--- src/rtl/flat_mem_window_reader_if.sv ---
// Control strobes, frame-store read port and window stream of the window reader.
interface flat_mem_window_reader_if #(
  parameter int unsigned ADDR_W = 8
);
  logic              start;
  logic              busy;
  logic              done;
  logic [ADDR_W-1:0] memXAddress;
  logic [ADDR_W-1:0] memYAddress;
  logic              memWrite;
  logic              memDataIn;
  logic [8:0]        windowOut;
  logic [ADDR_W-1:0] windowX;
  logic [ADDR_W-1:0] windowY;
  logic              windowValid;
  logic              windowReady;

  modport master (
    input  start, memDataIn, windowReady,
    output busy, done, memXAddress, memYAddress, memWrite,
           windowOut, windowX, windowY, windowValid
  );

  modport slave (
    output start, memDataIn, windowReady,
    input  busy, done, memXAddress, memYAddress, memWrite,
           windowOut, windowX, windowY, windowValid
  );
endinterface

--- src/rtl/flat_mem_window_reader.sv ---
// Raster-scans the frame store and streams a zero-padded 3x3 window per pixel.
module flat_mem_window_reader #(
  parameter int unsigned IMWIDTH    = 240,
  parameter int unsigned IMHEIGHT   = 180,
  parameter int unsigned ADDR_W     = 8,
  parameter int unsigned RD_LATENCY = 1
) (
  input logic               clk,
  input logic               reset,
  flat_mem_window_reader_if.master bus
);
  localparam int unsigned TAP_W = 4;
  localparam int unsigned CNT_W = (RD_LATENCY > 1) ? $clog2(RD_LATENCY) : 1;
  localparam logic [ADDR_W-1:0] X_LAST     = ADDR_W'(IMWIDTH - 1);
  localparam logic [ADDR_W-1:0] Y_LAST     = ADDR_W'(IMHEIGHT - 1);
  localparam logic [TAP_W-1:0]  TAP_LAST   = TAP_W'(8);
  localparam logic [CNT_W-1:0]  DRAIN_LAST = CNT_W'(RD_LATENCY - 1);

  typedef enum logic [1:0] {IDLE, FETCH, DRAIN, OUT} state_t;

  state_t            state;
  logic [ADDR_W-1:0] cur_x;
  logic [ADDR_W-1:0] cur_y;
  logic [TAP_W-1:0]  tap;
  logic [CNT_W-1:0]  drain_cnt;
  logic              addr_oob;
  logic [ADDR_W-1:0] addr_x;
  logic [ADDR_W-1:0] addr_y;
  logic              busy_q;
  logic              done_q;
  logic              valid_q;
  logic [8:0]        window_q;
  logic [ADDR_W-1:0] win_x_q;
  logic [ADDR_W-1:0] win_y_q;

  logic [RD_LATENCY-1:0]            pipe_valid;
  logic [RD_LATENCY-1:0][TAP_W-1:0] pipe_tap;
  logic [RD_LATENCY-1:0]            pipe_oob;

  logic              last_pixel_c;
  logic [ADDR_W-1:0] next_x_c;
  logic [ADDR_W-1:0] next_y_c;
  logic [ADDR_W-1:0] sel_x_c;
  logic [ADDR_W-1:0] sel_y_c;
  logic [TAP_W-1:0]  sel_tap_c;
  logic [3:0]        rc_c;
  logic [ADDR_W-1:0] tap_x_c;
  logic [ADDR_W-1:0] tap_y_c;
  logic              tap_oob_c;

  assign bus.busy        = busy_q;
  assign bus.done        = done_q;
  assign bus.memXAddress = addr_x;
  assign bus.memYAddress = addr_y;
  assign bus.memWrite    = 1'b0;
  assign bus.windowOut   = window_q;
  assign bus.windowX     = win_x_q;
  assign bus.windowY     = win_y_q;
  assign bus.windowValid = valid_q;

  // Raster successor of the current centre pixel.
  always_comb begin
    last_pixel_c = (cur_x == X_LAST) && (cur_y == Y_LAST);
    next_x_c     = cur_x + ADDR_W'(1);
    next_y_c     = cur_y;
    if (cur_x == X_LAST) begin
      next_x_c = '0;
      next_y_c = cur_y + ADDR_W'(1);
    end
  end

  // Pick the pixel/tap whose address is loaded at the next edge.
  always_comb begin
    sel_x_c   = cur_x;
    sel_y_c   = cur_y;
    sel_tap_c = tap + TAP_W'(1);
    if (state == IDLE) begin
      sel_x_c   = '0;
      sel_y_c   = '0;
      sel_tap_c = '0;
    end else if (state == OUT) begin
      sel_x_c   = next_x_c;
      sel_y_c   = next_y_c;
      sel_tap_c = '0;
    end
  end

  // Tap -> {row, col} offset, then clamp into the image and flag padding taps.
  always_comb begin
    rc_c = 4'b0101;
    case (sel_tap_c)
      4'd0:    rc_c = 4'b0000;
      4'd1:    rc_c = 4'b0001;
      4'd2:    rc_c = 4'b0010;
      4'd3:    rc_c = 4'b0100;
      4'd5:    rc_c = 4'b0110;
      4'd6:    rc_c = 4'b1000;
      4'd7:    rc_c = 4'b1001;
      4'd8:    rc_c = 4'b1010;
      default: rc_c = 4'b0101;
    endcase
    tap_x_c   = sel_x_c;
    tap_y_c   = sel_y_c;
    tap_oob_c = 1'b0;
    case (rc_c[1:0])
      2'd0: if (sel_x_c == '0) tap_oob_c = 1'b1;
            else tap_x_c = sel_x_c - ADDR_W'(1);
      2'd2: if (sel_x_c == X_LAST) tap_oob_c = 1'b1;
            else tap_x_c = sel_x_c + ADDR_W'(1);
      default: ;
    endcase
    case (rc_c[3:2])
      2'd0: if (sel_y_c == '0) tap_oob_c = 1'b1;
            else tap_y_c = sel_y_c - ADDR_W'(1);
      2'd2: if (sel_y_c == Y_LAST) tap_oob_c = 1'b1;
            else tap_y_c = sel_y_c + ADDR_W'(1);
      default: ;
    endcase
  end

  // Scan FSM, read-tag pipeline and window assembly.
  always_ff @(posedge clk or posedge reset) begin
    if (reset) begin
      state      <= IDLE;
      cur_x      <= '0;
      cur_y      <= '0;
      tap        <= '0;
      drain_cnt  <= '0;
      addr_oob   <= 1'b0;
      addr_x     <= '0;
      addr_y     <= '0;
      busy_q     <= 1'b0;
      done_q     <= 1'b0;
      valid_q    <= 1'b0;
      window_q   <= '0;
      win_x_q    <= '0;
      win_y_q    <= '0;
      pipe_valid <= '0;
      pipe_tap   <= '0;
      pipe_oob   <= '0;
    end else begin
      done_q <= 1'b0;
      for (int i = RD_LATENCY - 1; i > 0; i--) begin
        pipe_valid[i] <= pipe_valid[i-1];
        pipe_tap[i]   <= pipe_tap[i-1];
        pipe_oob[i]   <= pipe_oob[i-1];
      end
      pipe_valid[0] <= (state == FETCH);
      pipe_tap[0]   <= tap;
      pipe_oob[0]   <= addr_oob;
      if (pipe_valid[RD_LATENCY-1]) begin
        window_q[pipe_tap[RD_LATENCY-1]] <= bus.memDataIn & ~pipe_oob[RD_LATENCY-1];
      end
      case (state)
        IDLE: begin
          if (bus.start) begin
            state    <= FETCH;
            busy_q   <= 1'b1;
            cur_x    <= '0;
            cur_y    <= '0;
            tap      <= '0;
            window_q <= '0;
            addr_x   <= tap_x_c;
            addr_y   <= tap_y_c;
            addr_oob <= tap_oob_c;
          end
        end
        FETCH: begin
          if (tap == TAP_LAST) begin
            state     <= DRAIN;
            drain_cnt <= '0;
          end else begin
            tap      <= sel_tap_c;
            addr_x   <= tap_x_c;
            addr_y   <= tap_y_c;
            addr_oob <= tap_oob_c;
          end
        end
        DRAIN: begin
          if (drain_cnt == DRAIN_LAST) begin
            state   <= OUT;
            valid_q <= 1'b1;
            win_x_q <= cur_x;
            win_y_q <= cur_y;
          end else begin
            drain_cnt <= drain_cnt + CNT_W'(1);
          end
        end
        OUT: begin
          if (bus.windowReady) begin
            valid_q <= 1'b0;
            if (last_pixel_c) begin
              state  <= IDLE;
              busy_q <= 1'b0;
              done_q <= 1'b1;
            end else begin
              state    <= FETCH;
              cur_x    <= next_x_c;
              cur_y    <= next_y_c;
              tap      <= '0;
              window_q <= '0;
              addr_x   <= tap_x_c;
              addr_y   <= tap_y_c;
              addr_oob <= tap_oob_c;
            end
          end
        end
        default: state <= IDLE;
      endcase
    end
  end
endmodule

--- src/flat_wrapper.sv ---
// flat-port wrapper written by rule: the top's interface ports become plain ports
module flat_mem_window_reader_flat 
#(
  parameter int unsigned IMWIDTH    = 240,
  parameter int unsigned IMHEIGHT   = 180,
  parameter int unsigned ADDR_W     = 8,
  parameter int unsigned RD_LATENCY = 1
)
  (clk, reset, bus_start, bus_memDataIn, bus_windowReady, bus_busy, bus_done, bus_memXAddress, bus_memYAddress, bus_memWrite, bus_windowOut, bus_windowX, bus_windowY, bus_windowValid);
  flat_mem_window_reader_if #(.ADDR_W(ADDR_W)) bus_i ();
  input logic clk;
  input logic reset;
  input wire logic [$bits(bus_i.start)-1:0] bus_start;
  input wire logic [$bits(bus_i.memDataIn)-1:0] bus_memDataIn;
  input wire logic [$bits(bus_i.windowReady)-1:0] bus_windowReady;
  output wire logic [$bits(bus_i.busy)-1:0] bus_busy;
  output wire logic [$bits(bus_i.done)-1:0] bus_done;
  output wire logic [$bits(bus_i.memXAddress)-1:0] bus_memXAddress;
  output wire logic [$bits(bus_i.memYAddress)-1:0] bus_memYAddress;
  output wire logic [$bits(bus_i.memWrite)-1:0] bus_memWrite;
  output wire logic [$bits(bus_i.windowOut)-1:0] bus_windowOut;
  output wire logic [$bits(bus_i.windowX)-1:0] bus_windowX;
  output wire logic [$bits(bus_i.windowY)-1:0] bus_windowY;
  output wire logic [$bits(bus_i.windowValid)-1:0] bus_windowValid;
  assign bus_i.start = bus_start;
  assign bus_i.memDataIn = bus_memDataIn;
  assign bus_i.windowReady = bus_windowReady;
  assign bus_busy = bus_i.busy;
  assign bus_done = bus_i.done;
  assign bus_memXAddress = bus_i.memXAddress;
  assign bus_memYAddress = bus_i.memYAddress;
  assign bus_memWrite = bus_i.memWrite;
  assign bus_windowOut = bus_i.windowOut;
  assign bus_windowX = bus_i.windowX;
  assign bus_windowY = bus_i.windowY;
  assign bus_windowValid = bus_i.windowValid;
  flat_mem_window_reader #(.IMWIDTH(IMWIDTH), .IMHEIGHT(IMHEIGHT), .ADDR_W(ADDR_W), .RD_LATENCY(RD_LATENCY)) u_core (.clk(clk), .reset(reset), .bus(bus_i));
endmodule
--- config.mk ---
export PLATFORM = sky130hd
export DESIGN_NAME = flat_mem_window_reader_flat
export DESIGN_NICKNAME = d
export VERILOG_FILES = /design/src/rtl/flat_mem_window_reader_if.sv /design/src/rtl/flat_mem_window_reader.sv /design/src/flat_wrapper.sv
export SDC_FILE = /design/constraint.sdc
export NUM_CORES = 1
export LEC_CHECK = 0
export CAP_MARGIN = 10
export CORE_AREA = 3 3 104 106
export CTS_CLUSTER_SIZE = 14
export DETAILED_ROUTE_END_ITERATION = 10
export DIE_AREA = 0 0 107 109
export GPL_TIMING_DRIVEN = 0
export PLACE_DENSITY = 0.75
export SYNTH_ARGS = -nofsm -noshare
export SYNTH_HDL_FRONTEND = slang
export SYNTH_SLANG_ARGS = --single-unit
--- constraint.sdc ---
create_clock -name clk -period 3.2 [get_ports clk]
set_clock_uncertainty 0.05 [all_clocks]
set_input_delay 0.32 -clock clk [delete_from_list [all_inputs] [get_ports clk]]
set_output_delay 0.32 -clock clk [all_outputs]
set_load 0.01 [all_outputs]
**Word level (Yosys, flattened, before mapping)**

Memory sizes are Yosys's and may differ from the RTL's.
Cells that the tools add are included.
Widths: inputs -> output; s select.

- Reduce and logical (&&, ||, !) cells: 18
- Eq/ne operators: 17
- Muxes and demuxes: 74
- Bitwise operators: 3
- $lt $le $gt $ge: 2
- $add $sub $neg: 8

Operators with widths:

| cell | number |
|---|---|
| $mux 8 | 23 |
| $pmux 8 s2 | 4 |
| $pmux 8 s3 | 2 |
| $mux 9 | 4 |
| $add 8x1->8 const B | 4 |
| $eq 8x8->1 const B | 4 |
| $mux 4 | 6 |
| $mux 1 | 20 |
| $pmux 9 s2 | 1 |
| $logic_not 8->1 | 2 |
| $sub 8x1->8 const B | 2 |
| $ne 2x2->1 const B | 6 |
| $pmux 4 s3 | 1 |
| $reduce_and 4->1 | 3 |
| $pmux 1 s2 | 5 |
| $bwmux 9 | 1 |
| $eq 2x2->1 const B | 4 |
| $mux 2 | 4 |
| $pmux 2 s4 | 1 |
| $logic_not 2->1 | 3 |
| $reduce_bool 2->1 | 3 |
| $lt 4x5->1 const B | 1 |
| $reduce_and 5->1 | 1 |
| $add 4x1->4 const B | 1 |
| other kinds (13) | 16 |

- Bits in registers: 74
- Logic and storage cells: 140
- Memories kept: 1
- Bits in read-only memories: 64
- Bits of input ports: 5

Memories:

| name | depth | bits a word | rd ports | clocked after Yosys merged registers in | write ports | RTL line | RTL |
|---|---|---|---|---|---|---|---|
| (name not given) | 16 | 4 | 1 | 0 | 0 | flat_mem_window_reader.sv:91 | `case (sel_tap_c)` |

**Longest topological paths before layout**

- Word-level depth: 12
- Gate-level depth with buffers: 14
- Depth with buffers taken out: 12

**Least setup slack after synthesis**

Ideal clock, no wire load.

- Path type: register to register
- Start: reg u_core.state[0]
- End: reg u_core.addr_x[1] (netlist: u_core.bus.memXAddress[1])
- Required time: 3017 ps
- Cell stages (with the launch flop): 13
- Clock period less this slack: 3119 ps
- Data arrival time: 2936 ps
- Setup slack: 81 ps
- Buffers on the path: 1
- Cells stage by stage: dfrtp_1 > ha_1 > buf_2 > or2_1 > nor2_1 > inv_1 > ha_1 > or3_1 > and4b_1 > a21oi_1 > and2_1 > a2111oi_0 > nand4b_1

- Cells in the longest elaborated chain, start to end: 9
- Elaborated cells on any way between the ends: 28
- Those cells by class: add/sub (2); eq/ne (8); mux (12); reduce/logical (5); memory (1)

Ends and longest elaborated chain:

| element | RTL line | RTL |
|---|---|---|
| start, declared | flat_mem_window_reader.sv:21 | `state_t state;` |
| start signal, assigned | flat_mem_window_reader.sv:124 | `state <= IDLE;` |
| start signal, assigned | flat_mem_window_reader.sv:157 | `state <= FETCH;` |
| start signal, assigned | flat_mem_window_reader.sv:170 | `state <= DRAIN;` |
| $eq 2x2->1 | flat_mem_window_reader.sv:81, flat_mem_window_reader.sv:154 |  |
| $mux 8 / $mux 4 (equally long branches) | flat_mem_window_reader.sv:81 | `end else if (state == OUT) begin` |
| $mux 8 / $mux 4 (equally long branches) | flat_mem_window_reader.sv:77 | `if (state == IDLE) begin` |
| $add 8x1->8, or another cell as far along | flat_mem_window_reader.sv:109 | `else tap_x_c = sel_x_c + ADDR_W'(1);` |
| $mux 8, or another cell as far along | flat_mem_window_reader.sv:108 | `2'd2: if (sel_x_c == X_LAST) tap_oob_c = 1'b1;` |
| $pmux 8 s2 | flat_mem_window_reader.sv:105 | `case (rc_c[1:0])` |
| $mux 8 | flat_mem_window_reader.sv:192 | `if (last_pixel_c) begin` |
| $mux 8 | flat_mem_window_reader.sv:190 | `if (bus.windowReady) begin` |
| $pmux 8 s3 | flat_mem_window_reader.sv:154 | `case (state)` |
| end signal, assigned | flat_mem_window_reader.sv:163 | `addr_x <= tap_x_c;` |
| end signal, assigned | flat_mem_window_reader.sv:174 | `addr_x <= tap_x_c;` |
| end signal, assigned | flat_mem_window_reader.sv:202 | `addr_x <= tap_x_c;` |
| end, declared | flat_mem_window_reader.sv:27 | `logic [ADDR_W-1:0] addr_x;` |

Several ways; a longest one is shown, not always the timed one. The select of a mux whose other input is x is not followed.
A chain may end at the register's enable or synchronous reset.

**Worst setup path after layout**

- Start: reg u_core.state[1]
- End: reg u_core.addr_x[1] (netlist: u_core.bus.memXAddress[1])

The elaborated chain is that of the path after synthesis.

==> impl_metrics.py <==
metrics = {
    "status": {
        "status": "finished, final reports clean",
    },
    "route": {
        "wirelength_um": 14310,
        "drt-vias-per-instance": 6.154,
        "ant_nets": 0,
        "wl_per_cell_um": 18.02,
        "drt_iter0_markers": 343,
        "firstDrtPassIters": 5,
        "num_vias": 4886,
        "drc": 0,
    },
    "synth": {
        "synth_ff_type": "dfrtp_1",
        "synth_seq_cells": 73,
        "synth_top_cell_by_area": "dfrtp_1",
        "yosys.area_share.simple": 0.2539,
        "ys_top_cells_by_count": "dfrtp_1 (73), nand2_1 (57), nor2_1 (47)",
        "yosysMostFrequentCell": "dfrtp_1",
        "syn_area_mm2": 0.005204,
        "synthTopCellsByArea": "dfrtp_1 (35%), mux2_2 (5.0%), nand2_1 (4.1%)",
        "async_flop_share": 1.000,
        "yosysWarnings": 0,
        "synth_edf_count": 0,
        "synth_seq_area_share": 0.3510,
        "synth_compound_area_frac": 0.2051,
        "ys_types": 86,
        "syn-num-nets": 606,
        "synth_top_family_by_area": "simple AND/OR/NAND/NOR gates",
        "synth_xor_area_frac": 0.02356,
        "postSynthAreaPerCell_um2": 8.911,
        "synth_top_area_share": 0.3510,
        "synth.mux.area_fraction": 0.07478,
        "synthCells": 584,
        "synthAdderAreaFrac": 0.04088,
    },
    "layout": {
        "syn2layout_area_growth_pct": 22.75,
        "nNetsFinal": 679,
        "stdcell_area_mm2": 0.006387,
        "drive_gt1_frac": 0.2088,
        "insertedDiodeCount": 0,
        "final_util": 0.6475,
        "nFillCells": 803,
    },
    "worst_setup_path": {
        "critPathLaunchType": "flop",
        "path_max_fanout": 6,
        "cp.arrival_ps": 3270,
        "cp.required_ps": 3380,
        "worst-setup-path-type": "reg2reg",
        "endpoint_kind": "flop",
    },
    "floorplan": {
        "core-area_mm2": 0.009864,
        "die_y_um": 109,
        "dieArea_mm2": 0.01166,
        "boundaryPins": 50,
        "die_x_um": 107,
        "initial_core_util": 0.5275,
        "num_rows": 36,
    },
    "power": {
        "finalPower_mw": 4.579,
        "vdd_ir_drop_max_mv": 0.3718,
        "p_leak_nw": 2.674,
        "p_per_area_mw_per_mm2": 716.9,
    },
    "timing": {
        "worst_pin_slew_ps": 856.8,
        "finalHoldViolations": 0,
        "final_max_slew_viol_count": 0,
        "timing.setup.tns_ps": 0,
        "fin_crit_sh": 0.9677,
        "min_period_ps": 3097,
        "slew_headroom": 0.4249,
        "final-setup-viol-count": 0,
        "max_freq_mhz": 322.9,
    },
    "place": {
        "hpwl_um": 10420,
        "gp_congestion": 0.9053,
        "port_buffers": 48,
        "dpl_cell_area_mm2": 0.005853,
    },
    "clock_network": {
        "clkSinkCount": 73,
        "postCtsHoldBufs": 0,
        "cts_buffer_depth": 2,
        "cts_tree": "yes",
        "cts_made_buffers": 9,
        "h-tree-depth": 3,
        "clkLatencyLatePin_ps": 350,
        "cts_root_buf": "clkbuf_8",
        "clk_pin_slew_ps": 80,
    },
    "global_routing": {
        "grt_remaining_overflow": 0,
        "grtUsageTotal": 0.2538,
        "grt_antenna_before_repair": 0,
        "grt_max_degree": 74,
        "grt_first_pass_wirelength_um": 23630,
        "grt_pass1_vias": 4652,
    },
    "hold_path": {
        "min_path_type": "reg2reg",
    },
    "run": {
        "cap_viol_max_count": 0,
    },
}
[sequential cells by signal (all words and copies together) (netlist names)]
name and cells:
u_core.bus.done 1, u_core.pipe_valid 1, u_core.bus.busy 1, u_core.pipe_oob 1, u_core.cur_y 8, u_core.bus.windowX 8, u_core.tap 4, u_core.bus.windowOut 9
u_core.cur_x 8, u_core.state 2, u_core.pipe_tap 4, u_core.bus.memYAddress 8, u_core.addr_oob 1, u_core.bus.windowY 8, u_core.bus.memXAddress 8, u_core.bus.windowValid 1
[cell type report]
cell class                 count  area (um2)  share of cell area
timing repair buffer          63       610.6             0.09559
sequential                    73        1831              0.2866
clock inverter                 5       56.30            0.008815
multi-input combinational    454        3294              0.5158
inverter                      16       66.31             0.01038
buffer                        40       235.2             0.03683
tap                          133       166.4             0.02605
clock buffer                  10       127.6             0.01998
[routing by layer]
metal	global-route usage	vias to the layer above	wire (um)
li1	-	2321	-
met1	0.3524	2318	6474
met2	0.3993	209	6561
met3	0.04440	38	861
met4	0.09406	0	413
met5	0	-	0
[final timing paths]
kind | start | endpoint | slack, ps | depth (start not counted)
hold reg to reg | u_core.tap[1]$_DFFE_PP0P_ | u_core.pipe_tap[1]$_DFF_PP0_ | 380 | 0
setup / recovery | u_core.state[1]$_DFFE_PP0P_ | u_core.bus.memXAddress[1]$_DFFE_PP0P_ | 100 | 12
setup reg to reg | u_core.state[1]$_DFFE_PP0P_ | u_core.bus.memXAddress[1]$_DFFE_PP0P_ | 100 | 12
hold / removal | u_core.tap[1]$_DFFE_PP0P_ | u_core.pipe_tap[1]$_DFF_PP0_ | 380 | 0
min in group asynchronous | reset | u_core.bus.windowOut[5]$_DFF_PP0_ | 460 | 2
max in group asynchronous | reset | u_core.state[1]$_DFFE_PP0P_ | 2040 | 2
[power breakdown]
group          total (mW)  internal [mW]  switching [mW]
Combinational        2.66           1.08            1.58
Sequential           1.21           1.08           0.126
Clock               0.708          0.356           0.352
[metrics by stage]
| stage | instances | hold WS [ps] | worst slack (ps) |
|---|---|---|---|
| final | 794 | 381.9 | 103.3 |
| after global routing | 794 | 381.2 | -35.05 |
| after CTS | 787 | 378.5 | 3.182 |
| after detailed placement | 765 | 359.3 | -486.9 |
| after global placement | 765 | 362.7 | -454.3 |
| after floorplan | 584 | 304.6 | 81.21 |
[layout by cell type (no fill, tap or decap), types with 5 or more instances in the layout]
cell | netlist | layout
nor3_1 | 11 | 11
mux2i_1 | 13 | 12
nor2_1 | 47 | 45
o41ai_1 | 5 | 5
and3_1 | 8 | 8
clkbuf_8 | 0 | 9
xor2_1 | 9 | 9
inv_1 | 15 | 14
a31oi_1 | 11 | 11
ha_1 | 17 | 13
o21ai_0 | 35 | 33
nand2_1 | 57 | 57
or2_2 | 5 | 5
o22ai_1 | 6 | 6
o211ai_1 | 6 | 6
nand3b_1 | 6 | 6
xnor2_1 | 5 | 5
buf_4 | 2 | 17
dfrtp_1 | 73 | 70
nand4_1 | 7 | 7
a211oi_1 | 5 | 5
clkdlybuf4s50_1 | 0 | 48
nor3b_1 | 5 | 5
and2_1 | 6 | 5
a21oi_1 | 26 | 23
o31ai_1 | 10 | 10
nor2b_1 | 8 | 7
clkbuf_1 | 14 | 15
nand3_1 | 22 | 21
and4_1 | 6 | 6
buf_2 | 19 | 13
mux2_2 | 23 | 22
[what timing repair did]
| action | 4_1_cts | 5_1_grt |
|---|---|---|
| pin swaps | 5 | 9 |
| setup buffers | 7 | 7 |
| gates cloned | 0 | 1 |
| setup endpoints to repair | 16 | 21 |
| resized for setup | 23 | 36 |
[worst max-delay path, cell delays in order (launching register included)]
cell and delay [ps]:
dfrtp_2 450, ha_4 200, buf_8 130, or2_4 290, nor2_4 130, inv_1 70, ha_1 310, or3_4 410
and4b_2 310, a21oi_4 160, and2_4 210, a2111oi_4 70, nand4b_1 180
[kinds of logic after synthesis]
family | count (synthesis)
AO/OA/AOI/OAI | 153
XOR/XNOR | 14
adder cells (fa/ha/maj) | 17
buffers and inverters | 57
flip-flops | 73
multiplexers | 36
other | 1
AND/OR/NAND/NOR | 233
Note: power is estimated with default switching activity, not from simulation.
